[config.mk]
export PLATFORM = sky130hd
export DESIGN_NAME = alarm_zone_ctrl
export DESIGN_NICKNAME = d
export VERILOG_FILES = /design/src/rtl/alarm_zone_ctrl.sv
export SDC_FILE = /design/constraint.sdc
export NUM_CORES = 1
export LEC_CHECK = 0
export ABC_CLOCK_PERIOD_IN_PS = 3250
export CORE_MARGIN = 2
export CORE_UTILIZATION = 42
export CTS_CLUSTER_SIZE = 14
export DETAILED_ROUTE_END_ITERATION = 10
export GPL_TIMING_DRIVEN = 0
export HOLD_SLACK_MARGIN = 0.03
export PLACE_DENSITY = 0.79
export SYNTH_ARGS = -nofsm -noshare
export SYNTH_HDL_FRONTEND = slang
export SYNTH_SLANG_ARGS = --single-unit
[constraint.sdc]
create_clock -name clock -period 3.25 [get_ports clock]
set_clock_uncertainty 0.1 [all_clocks]
set_input_delay 0.65 -clock clock [delete_from_list [all_inputs] [get_ports clock]]
set_output_delay 0.65 -clock clock [all_outputs]
set_load 0.01 [all_outputs]
[src/rtl/alarm_zone_ctrl.sv]
// alarm_zone_ctrl: anti-theft controller with main alarm FSM, passive-arming FSM and shared seconds counter.
// Define ALARM_TRIP_LOG_EN to capture the zone vector that caused each trip on trip_zone_o.
module alarm_zone_ctrl #(
    parameter int N_ZONES = 4,
    parameter int CNT_W   = 4
) (
    input  logic               clock,
    input  logic               reset,
    input  logic               tick_1hz_i,
    input  logic               ignition_i,
    input  logic [N_ZONES-1:0] zone_i,
    input  logic [CNT_W-1:0]   t_arm_i,
    input  logic [CNT_W-1:0]   t_driver_i,
    input  logic [CNT_W-1:0]   t_pass_i,
    input  logic [CNT_W-1:0]   t_alarm_i,
    output logic               armed_o,
    output logic               siren_en_o,
    output logic [2:0]         state_o,
    output logic [CNT_W-1:0]   count_o,
    output logic [N_ZONES-1:0] trip_zone_o
);
    localparam logic [2:0] ARMED      = 3'd0;
    localparam logic [2:0] DISARMED   = 3'd1;
    localparam logic [2:0] TRIGGERED  = 3'd2;
    localparam logic [2:0] ALARM      = 3'd3;
    localparam logic [2:0] ALARM_HOLD = 3'd4;
    localparam logic [1:0] WAIT_IGN_OFF    = 2'd0;
    localparam logic [1:0] WAIT_DOOR_OPEN  = 2'd1;
    localparam logic [1:0] WAIT_DOOR_CLOSE = 2'd2;
    localparam logic [1:0] ARM_DELAY       = 2'd3;
    logic [2:0]       main_q, main_d;
    logic [1:0]       arm_q, arm_d;
    logic [CNT_W-1:0] count_q, count_d, main_val, load_val;
    logic             run_q, run_d;
    logic             main_load, arm_load, load, stop, expired, any_open;
    assign any_open = |zone_i;
    assign expired  = run_q && (count_q == '0);
    always_comb begin
        main_d    = main_q;
        main_load = 1'b0;
        main_val  = '0;
        if (ignition_i) begin
            main_d = DISARMED;
        end else begin
            case (main_q)
                ARMED: if (any_open) begin
                    main_d    = TRIGGERED;
                    main_load = 1'b1;
                    main_val  = zone_i[0] ? t_driver_i : t_pass_i;
                end
                TRIGGERED: if (expired) main_d = ALARM;
                ALARM: if (!any_open) begin
                    main_d    = ALARM_HOLD;
                    main_load = 1'b1;
                    main_val  = t_alarm_i;
                end
                ALARM_HOLD: main_d = any_open ? ALARM : (expired ? ARMED : ALARM_HOLD);
                DISARMED: if (arm_q == ARM_DELAY && expired) main_d = ARMED;
                default: main_d = ARMED;
            endcase
        end
    end
    // The arming FSM only runs while disarmed; anywhere else it waits for the next ignition-off.
    always_comb begin
        arm_d    = arm_q;
        arm_load = 1'b0;
        if (main_q != DISARMED || ignition_i) begin
            arm_d = WAIT_IGN_OFF;
        end else begin
            case (arm_q)
                WAIT_IGN_OFF:   arm_d = WAIT_DOOR_OPEN;
                WAIT_DOOR_OPEN: if (zone_i[0]) arm_d = WAIT_DOOR_CLOSE;
                WAIT_DOOR_CLOSE: if (!any_open) begin
                    arm_d    = ARM_DELAY;
                    arm_load = 1'b1;
                end
                default: if (any_open) arm_d = WAIT_DOOR_CLOSE;
            endcase
        end
    end
    // Leaving the state that owns the countdown freezes it; a stopped count keeps its value.
    assign load     = main_load | arm_load;
    assign load_val = arm_load ? t_arm_i : main_val;
    assign stop     = (main_d != main_q) || (arm_q == ARM_DELAY && arm_d != ARM_DELAY);
    assign run_d    = load | (run_q & ~stop);
    assign count_d  = load ? load_val
                    : (run_q && !stop && tick_1hz_i && count_q != '0) ? count_q - 1'b1
                    : count_q;
    always_ff @(posedge clock or posedge reset) begin
        if (reset) begin
            main_q  <= ARMED;
            arm_q   <= WAIT_IGN_OFF;
            count_q <= '0;
            run_q   <= 1'b0;
        end else begin
            main_q  <= main_d;
            arm_q   <= arm_d;
            count_q <= count_d;
            run_q   <= run_d;
        end
    end
`ifdef ALARM_TRIP_LOG_EN
    logic [N_ZONES-1:0] trip_q;
    always_ff @(posedge clock or posedge reset) begin
        if (reset) trip_q <= '0;
        else if (main_q == ARMED && main_d == TRIGGERED) trip_q <= zone_i;
    end
    assign trip_zone_o = trip_q;
`else
    assign trip_zone_o = '0;
`endif
    assign armed_o    = (main_q == ARMED);
    assign siren_en_o = (main_q == ALARM);
    assign state_o    = main_q;
    assign count_o    = count_q;
endmodule

# == After elaboration in Yosys (flattened, before gate mapping) ==
# Cells that the tools add are included.
# totals
register_bits,10
in_bits,24
# op_classes
reduce_logical,15
n_mux,27
eq_ne,10
bitwise,4
add_sub_neg,1
# op_table
operator,n
2-to-1 mux 4 bit,7
2-to-1 mux 3 bit,7
one-hot mux 3 bit (5 select lines),1
2-to-1 mux 2 bit,4
one-hot mux 4 bit (2 select lines),1
"== test 3 x 2 -> 1 bit, second input constant",2
logical AND 1 bit,6
one-hot mux 2 bit (3 select lines),1
2-to-1 mux 1 bit,5
"== test 2 bit, second input constant",2
zero test 4 bit,1
nonzero test 4 bit,1
OR reduction 4 bit,1
"subtractor 4 x 1 -> 4 bit, second input constant",1
"== test 3 x 1 -> 1 bit, second input constant",1
"== test 3 bit, second input constant",1
zero test 3 bit,1
"inequality test 3 x 1 -> 1 bit, second input constant",1
inequality test 3 bit,1
"== test 2 x 1 -> 1 bit, second input constant",1
zero test 2 bit,1
logical OR 1 bit,2
"inequality test 2 bit, second input constant",1
OR 1 bit,2
other kinds (5),5

# == Logic depth before layout (Yosys ltp) ==
# Gate-level depths: netlist of run 1.
# logic_depth
word_depth,14
ltp_mapped,9

# == Worst setup path after synthesis of run 1 ==
# OpenSTA, ideal clock, no wires.
# synth_path
path_type,input-to-reg
startpoint,input zone_i[0]
endpoint,register count_q[2] (netlist: count_o[2])
setup_ns,0.130
path_stages,8
path_slack_ns,0.243
t_required_ns,3.020
t_arrival_ns,2.777
n_path_buf,2
path_cell_list,buf_6 -> or4_1 -> buf_2 -> a22o_1 -> or4_4 -> a211oi_4 -> and3_2 -> o31ai_2
# synth_via
elab_chain_cells,12
word_cells_on_any_way,34
classes_between,2 x eq/ne; 23 x mux; 1 x bitwise; 8 x reduce/logical
# synth_lines
item,line,source
"start, declared",11,"input logic [N_ZONES-1:0] zone_i,"
OR reduction 4 bit,36,assign any_open = |zone_i;
"2-to-1 mux 2 bit, on equally long branches","77, 73",
one-hot mux 2 bit (3 select lines),70,case (arm_q)
2-to-1 mux 2 bit,67,if (main_q != DISARMED || ignition_i) begin
inequality test 2 bit,84,assign stop = (main_d != main_q) || (arm_q == ARM_DELAY && arm_d != ARM_DELAY);
logical AND 1 bit,84,
logical OR 1 bit,84,
zero test 1 bit,87,: (run_q && !stop && tick_1hz_i && count_q != '0) ? count_q - 1'b1
logical AND 1 bit (3 in series),87,
nonzero test 2 bit (no line),-,
"end signal, assigned",98,count_q <= count_d;
"end, declared",33,"logic [CNT_W-1:0] count_q, count_d, main_val, load_val;"
# Parallel ways exist; a longest one is shown, timed or not.
# A chain may end at the register's enable or synchronous reset.

# == Final worst setup path of run 1 ==
# layout_path
startpoint,input zone_i[1]
endpoint,register count_q[2] (netlist: count_o[2])
# layout_via
elab_chain_cells,12
word_cells_on_any_way,32
classes_between,2 x eq/ne; 21 x mux; 1 x bitwise; 8 x reduce/logical
# layout_lines
item,line
OR reduction 4 bit *,36
"2-to-1 mux 2 bit, on equally long branches","77, 73"
one-hot mux 2 bit (3 select lines),70
2-to-1 mux 2 bit,67
inequality test 2 bit,84
logical AND 1 bit,84
logical OR 1 bit,84
zero test 1 bit,87
logical AND 1 bit (3 in series),87
nonzero test 2 bit (no line),-
# Mark *: on every way between the ends. The rest lies on a longest branch, timed or not.

==> impl_metrics.yaml, run 1 <==
outcome:
  outcome: "finished, final reports clean"
die:
  start_util_pct: 45.1
  fp.dieH_um: 50.3
  io_pins: 37
  rows: 16
  die_area_sq_um: 2530
  die_x_um: 50.3
  core_area_sq_um: 2000
global_route:
  grt_max_degree: 11
  grt_overflow: 0
  antenna_found_initial: 0
  grt_pass1_wl_um: 3730
  first_global_vias: 872
  grt_usage_pct: 19.0
synth:
  ys_types: 47
  synthTopCellsByArea: "dfrtp_1, mux2i_1, buf_4"
  synth-xor-area-share_pct: 0
  avgSynthCellArea_sq_um: 8.59
  synth_top_area_cell: "dfrtp_1"
  synth-seq-area-share_pct: 27.7
  synth-async-reset-ratio_pct: 100
  synth_top_family_by_area: "simple AND/OR/NAND/NOR gates"
  synthFlopType: "dfrtp_1"
  syn_inst: 105
  synth_compound_area_share_pct: 24.5
  synthAdderAreaFrac_pct: 2.77
  muxShareOfSynthArea_pct: 4.44
  yosys.area_share.simple_pct: 28.7
  synth_top_area_share_pct: 27.7
  synth_warnings: 0
  synth_edf_count: 0
  ys_ff_latch: 10
  synth_common_cells: "dfrtp_1, nand2_1, nor2_1, a21oi_1, buf_4"
  syn-cell-area_sq_um: 902
route:
  routedWlPerCell_um: 12.8
  post-route-drc-count: 0
  routed.top_layer: "met4"
  first_pass_iters: 4
  wl_met2_um: 1060
  drtIter0Drc: 12
  via_count: 906
  routed-wl-met3_um: 100
  via_per_inst: 5.33
  drt_wl_total_um: 2170
  ant_nets: 0
  met1_length_um: 972
power_and_ir_drop:
  peakVddDrop_v: 0.000228
  p_per_area_nw_per_um2: 418
  p_sw_mw: 0.194
  p_sw_share_pct: 35.7
  pwr-share-clk_pct: 15.9
  power_frac_comb_pct: 49.1
  p_leak_nw: 0.553
  seqPwrFrac_pct: 35.0
  intPower_mw: 0.349
sta:
  setup_slack_ps: 115
  rsz0062_at_grt: "false"
  finalCritPeriodShare_pct: 96.5
  hold_violations: 0
  tightest_slew_ps: 678
  period_needed_ps: 3130
  setup_viol: 0
  max_freq_ghz: 0.319
  relSlewSlack_pct: 54.2
  slew_viol_final: 0
clock_network:
  cts_buffers: 3
  max-clock-path-buffers: 2
  htree_num_levels: 1
  holdBufCountCts: 0
  cts_tree: "built"
  clkSinkCount: 10
  cts_root_buffer: "clkbuf_4"
  clock_latency_ps: 260
  path_clk_slew_ps: 70
cells_and_area:
  nets: 171
  finalInstanceArea_sq_um: 1300
  antennaDiodeCount: 0
  syn_to_final_growth_pct: 44.0
  drive_above_1_share_pct: 18.9
placed_design:
  port_buffers: 31
  place.gp.congestion: 0.831
  post-dp-hpwl_um: 1740
  place_area_sq_um: 1260
  place_ws_ps: -228
critical_path:
  crit_path_start_kind: "input port"
  worstPathRequired_ps: 3290
  slowest_stage: "or4_4"
  crit_fanout: 8
  worstSetupPathType: "in -> reg"
  cp.arrival_ps: 3180
  cp_slowest_stage_delay_ps: 540
  crit_chain: "clkdlybuf4s50_1 -> or4_1 -> buf_2 -> a22o_1 -> or4_4 -> a211oi_4 -> buf_4 -> and3_2 -> o31ai_2"
  critPathCaptureType: "flop"
min_path:
  min_path_type: "reg -> reg"
run:
  maxCapViolations: 0
[cells in the final DEF, fill, tap and decap left out, types with 2 or more instances in the layout]
master           instances
nor3_1                   4
o211ai_1                 2
ha_1                     2
or3_1                    3
clkbuf_4                 3
a2bb2oi_1                2
conb_1                   4
dfrtp_1                 10
nor2_1                   9
o21ai_0                  4
inv_1                    4
clkdlybuf4s50_1         31
nand3b_1                 2
mux2i_1                  4
nor3b_1                  2
or2b_1                   2
buf_6                    2
a21boi_0                 2
a21oi_1                  6
o31ai_2                  2
and3_1                   2
nand2_1                 10
buf_4                    6
[path summary, 6_finish.rpt]
kind	start	end	slack, ps	cells past startpoint
max in group asynchronous	reset	arm_q[0]	2200	2
min reg2reg	arm_q[1]	arm_q[1]	500	2
min	arm_q[1]	arm_q[1]	500	2
max reg2reg	count_o[0]	count_o[2]	370	9
min in group asynchronous	reset	run_q	560	2
max	zone_i[1]	count_o[2]	120	9
[registers in the layout, indices dropped and copies added (netlist names)]
register	cells
state_o	3
count_o	4
arm_q	2
run_q	1
[through the flow]
step | hold WS, ps | setup TNS [ps] | std cells | power (mW) | util, %
6_report | 496 | 0 | 170 | 0.543 | 64.9
3_5_place_dp | 487 | -775 | 166 | 0.454 | 62.8
2_1_floorplan | 390 | 0 | 108 | 0.342 | -
3_3_place_gp | 480 | -576 | 166 | 0.446 | 62.8
4_1_cts | 502 | 0 | 169 | 0.539 | 63.9
5_1_grt | 572 | 0 | 170 | 0.586 | 64.9
[kinds of logic after synthesis]
family	Yosys count
adder cells (fa/ha/maj)	2
flip-flops	10
buffers and inverters	14
AO/OA/AOI/OAI	29
AND/OR/NAND/NOR	45
multiplexers	4
other	1
[power by group through the flow]
stage,Sequential [mW],Clock [mW],Combinational (mW)
finish,0.190,0.0864,0.266
global route,0.198,0.0922,0.296
CTS,0.190,0.0874,0.262
detailed placement,0.193,0,0.261
global placement,0.192,0,0.254
floorplan,0.195,0,0.146
[layout make-up]
cell class	instances	area, sq um
plain buffers	10	87.6
clock buffers	3	22.5
fillers	185	703
inverters	4	15.0
multi-input cells	84	572
flip-flops and latches	10	250
well taps	27	33.8
repair buffers	32	318
[repair_timing]
item                                    CTS  global route
gates resized for setup                   0             2
setup buffers                             0             1
endpoints found under the setup margin    0             4
[routing by layer]
layer | track usage [%] | vias to the layer above
met5 | 0 | -
met4 | 8.11 | 0
met3 | 0.893 | 4
met2 | 31.6 | 29
met1 | 25.5 | 419
li1 | - | 454
[critical path, delay by kind of cell]
kind	cells	cell delay (ps)
AND/OR/NAND/NOR	3	1240
buffers and inverters	3	780
AO/OA/AOI/OAI	3	490
No activity file was read; power rests on OpenSTA's default activity.
==> run 2, diff against run 1 <==
--- a/config.mk
+++ b/config.mk
@@ -7,5 +7,4 @@
 export LEC_CHECK = 0
 export ABC_CLOCK_PERIOD_IN_PS = 3250
-export CORE_MARGIN = 2
 export CORE_UTILIZATION = 42
 export CTS_CLUSTER_SIZE = 14
--- a/constraint.sdc
+++ b/constraint.sdc
@@ -3,3 +3,3 @@
 set_input_delay 0.65 -clock clock [delete_from_list [all_inputs] [get_ports clock]]
 set_output_delay 0.65 -clock clock [all_outputs]
-set_load 0.01 [all_outputs]
+set_load 0.1 [all_outputs]
==> run 2 against run 1 <==
Effect of this change:
- sequential power about the same
- first-iteration DRC count increased by 50%
- count of clock-buffer cells in the layout increased by 1
- critical endpoint unchanged
- largest power group unchanged
==> impl_metrics.yaml, run 2 (synthesis results as in run 1) <==
critical_path:
  crit_buf_inv: 2
  crit_path_start_kind: "input port"
  worstPathRequired_ps: 3310
  slowest_stage: "or4_1"
  crit_family: "simple AND/OR/NAND/NOR gates"
  crit_chain: "clkdlybuf4s50_1 -> or4_1 -> buf_6 -> a22o_1 -> or4_4 -> a211oi_4 -> and3_2 -> o31ai_2"
  crit_fanout: 8
  cp.arrival_ps: 3200
  worstSetupPathType: "in -> reg"
  critPathCaptureType: "flop"
  worstSetupStartpoint: "zone_i[1]"
  cp_slowest_stage_delay_ps: 540
  path_depth: 8
  rr_worst_depth: 8
  r2r-start: "count_o[0]"
  rrSetupSlack_ps: 390
clock_network:
  holdBufCountCts: 0
  cts_tree: "built"
  path_clk_slew_ps: 70
  cts_setup_buffers: 0
  clock_latency_ps: 280
  cts_root_buffer: "clkbuf_4"
  max-clock-path-buffers: 2
  cts_buffers: 3
  htree_num_levels: 1
  clkSinkCount: 10
global_route:
  grt_max_degree: 11
  antenna_found_initial: 0
  first_global_vias: 903
  grt_overflow: 0
  grt_usage_pct: 21.1
  grt_pass1_wl_um: 3780
power_and_ir_drop:
  p_per_area_nw_per_um2: 584
  peakVddDrop_v: 0.000465
  total_power_mw: 0.766
  p_leak_nw: 0.557
route:
  post-route-drc-count: 0
  drt_wl_total_um: 2220
  ant_nets: 0
  via_count: 918
  via_per_inst: 5.40
  drtIter0Drc: 18
  routedWlPerCell_um: 13.1
  first_pass_iters: 6
sta:
  tns_ps: 0
  finalCritPeriodShare_pct: 96.7
  hold_violations: 0
  slew_viol_final: 0
  setup_viol: 0
  rsz0062_at_grt: "false"
  max_freq_ghz: 0.318
  period_needed_ps: 3140
  tightest_slew_ps: 966
  relSlewSlack_pct: 35.4
  hold_ws_ps: 525
min_path:
  min_from: "arm_q[0]"
  hold_depth: 2
  min_path_type: "reg -> reg"
cells_and_area:
  antennaDiodeCount: 0
  nets: 170
  drive_above_1_share_pct: 18.9
  fillCellCount: 163
  syn_to_final_growth_pct: 45.4
  layout_commonest_cell: "clkdlybuf4s50_1"
  finalInstanceArea_sq_um: 1310
  largest_reg_flops: 4
  final_cell_mix: "clkdlybuf4s50_1, nand2_1, dfrtp_1, nor2_1, a21oi_1"
die:
  io_pins: 37
  rows: 16
  die_area_sq_um: 2340
  fp.dieH_um: 48.3
  core_area_sq_um: 1980
  die_x_um: 48.3
  start_util_pct: 45.5
placed_design:
  post-dp-hpwl_um: 1790
  port_buffers: 31
  place_area_sq_um: 1260
  place.gp.congestion: 0.818
run:
  maxCapViolations: 0
outcome:
  outcome: "finished, final reports clean"
==> run 2: cell count changes in the layout (fill, tap and decap cells not counted) <==
cell | before | now
buf_2 | 1 | 0
buf_6 | 2 | 3
o31ai_1 | 0 | 1
nor3_2 | 0 | 1
buf_4 | 6 | 5
clkbuf_8 | 1 | 2
o31ai_2 | 2 | 1
nor3_1 | 4 | 3
==> run 2: layer usage <==
| layer | track usage (%) | vias to the layer above | share of wire (%) |
|---|---|---|---|
| met5 | 0 | - | 0 |
| met4 | 12.3 | 0 | 2.5 |
| met3 | 3.77 | 4 | 5.0 |
| met2 | 36.6 | 37 | 50 |
| met1 | 24.2 | 421 | 42 |
| li1 | - | 456 | - |
==> run 2: worst min-delay path: stages, from the launching register on <==
cell,delay [ps]
dfrtp_1,400
a21oi_1,110
nor2_1,80
==> run 2: worst paths after layout <==
check	end
worst max-delay path	count_o[2]
worst min-delay path	arm_q[1]
worst max register to register	count_o[2]
worst min register to register	arm_q[1]
max in group asynchronous	count_o[0]
min in group asynchronous	count_o[2]
==> run 2: area by class of cell <==
cell class                 instances  area [sq um]  area share (%)
multi-input combinational         84           572            43.6
timing repair buffer              31           310            23.7
sequential                        10           250            19.1
buffer                            10          93.8            7.16
clock buffer                       4          36.3            2.77
tap                               27          33.8            2.58
inverter                           4          15.0            1.15
==> run 2: where the power goes <==
group	total (mW)	switching, mW	internal (mW)
logic	0.456	0.307	0.149
registers	0.192	0.0369	0.155
clock network	0.118	0.0502	0.0682
total	0.766	0.394	0.372
==> run 2: repair_timing <==
action                     CTS  global route
hold endpoints to repair     0             0
resized for setup            0             4
setup endpoints to repair    0             3
==> run 2: through the flow <==
stage / setup WS [ps] / util (%) / std cells
CTS: 77.9 / 65.5 / 170
floorplan: 106 / - / 108
global placement: -187 / 63.7 / 166
global route: 3.63 / 66.2 / 170
finish: 108 / 66.2 / 170
detailed placement: -215 / 63.7 / 166
==> run 3, diff against run 2 <==
HOLD_SLACK_MARGIN = default   (was 0.03)
==> results of run 3 <==
The final DEF is identical to that of run 2; final timing and power are the same.
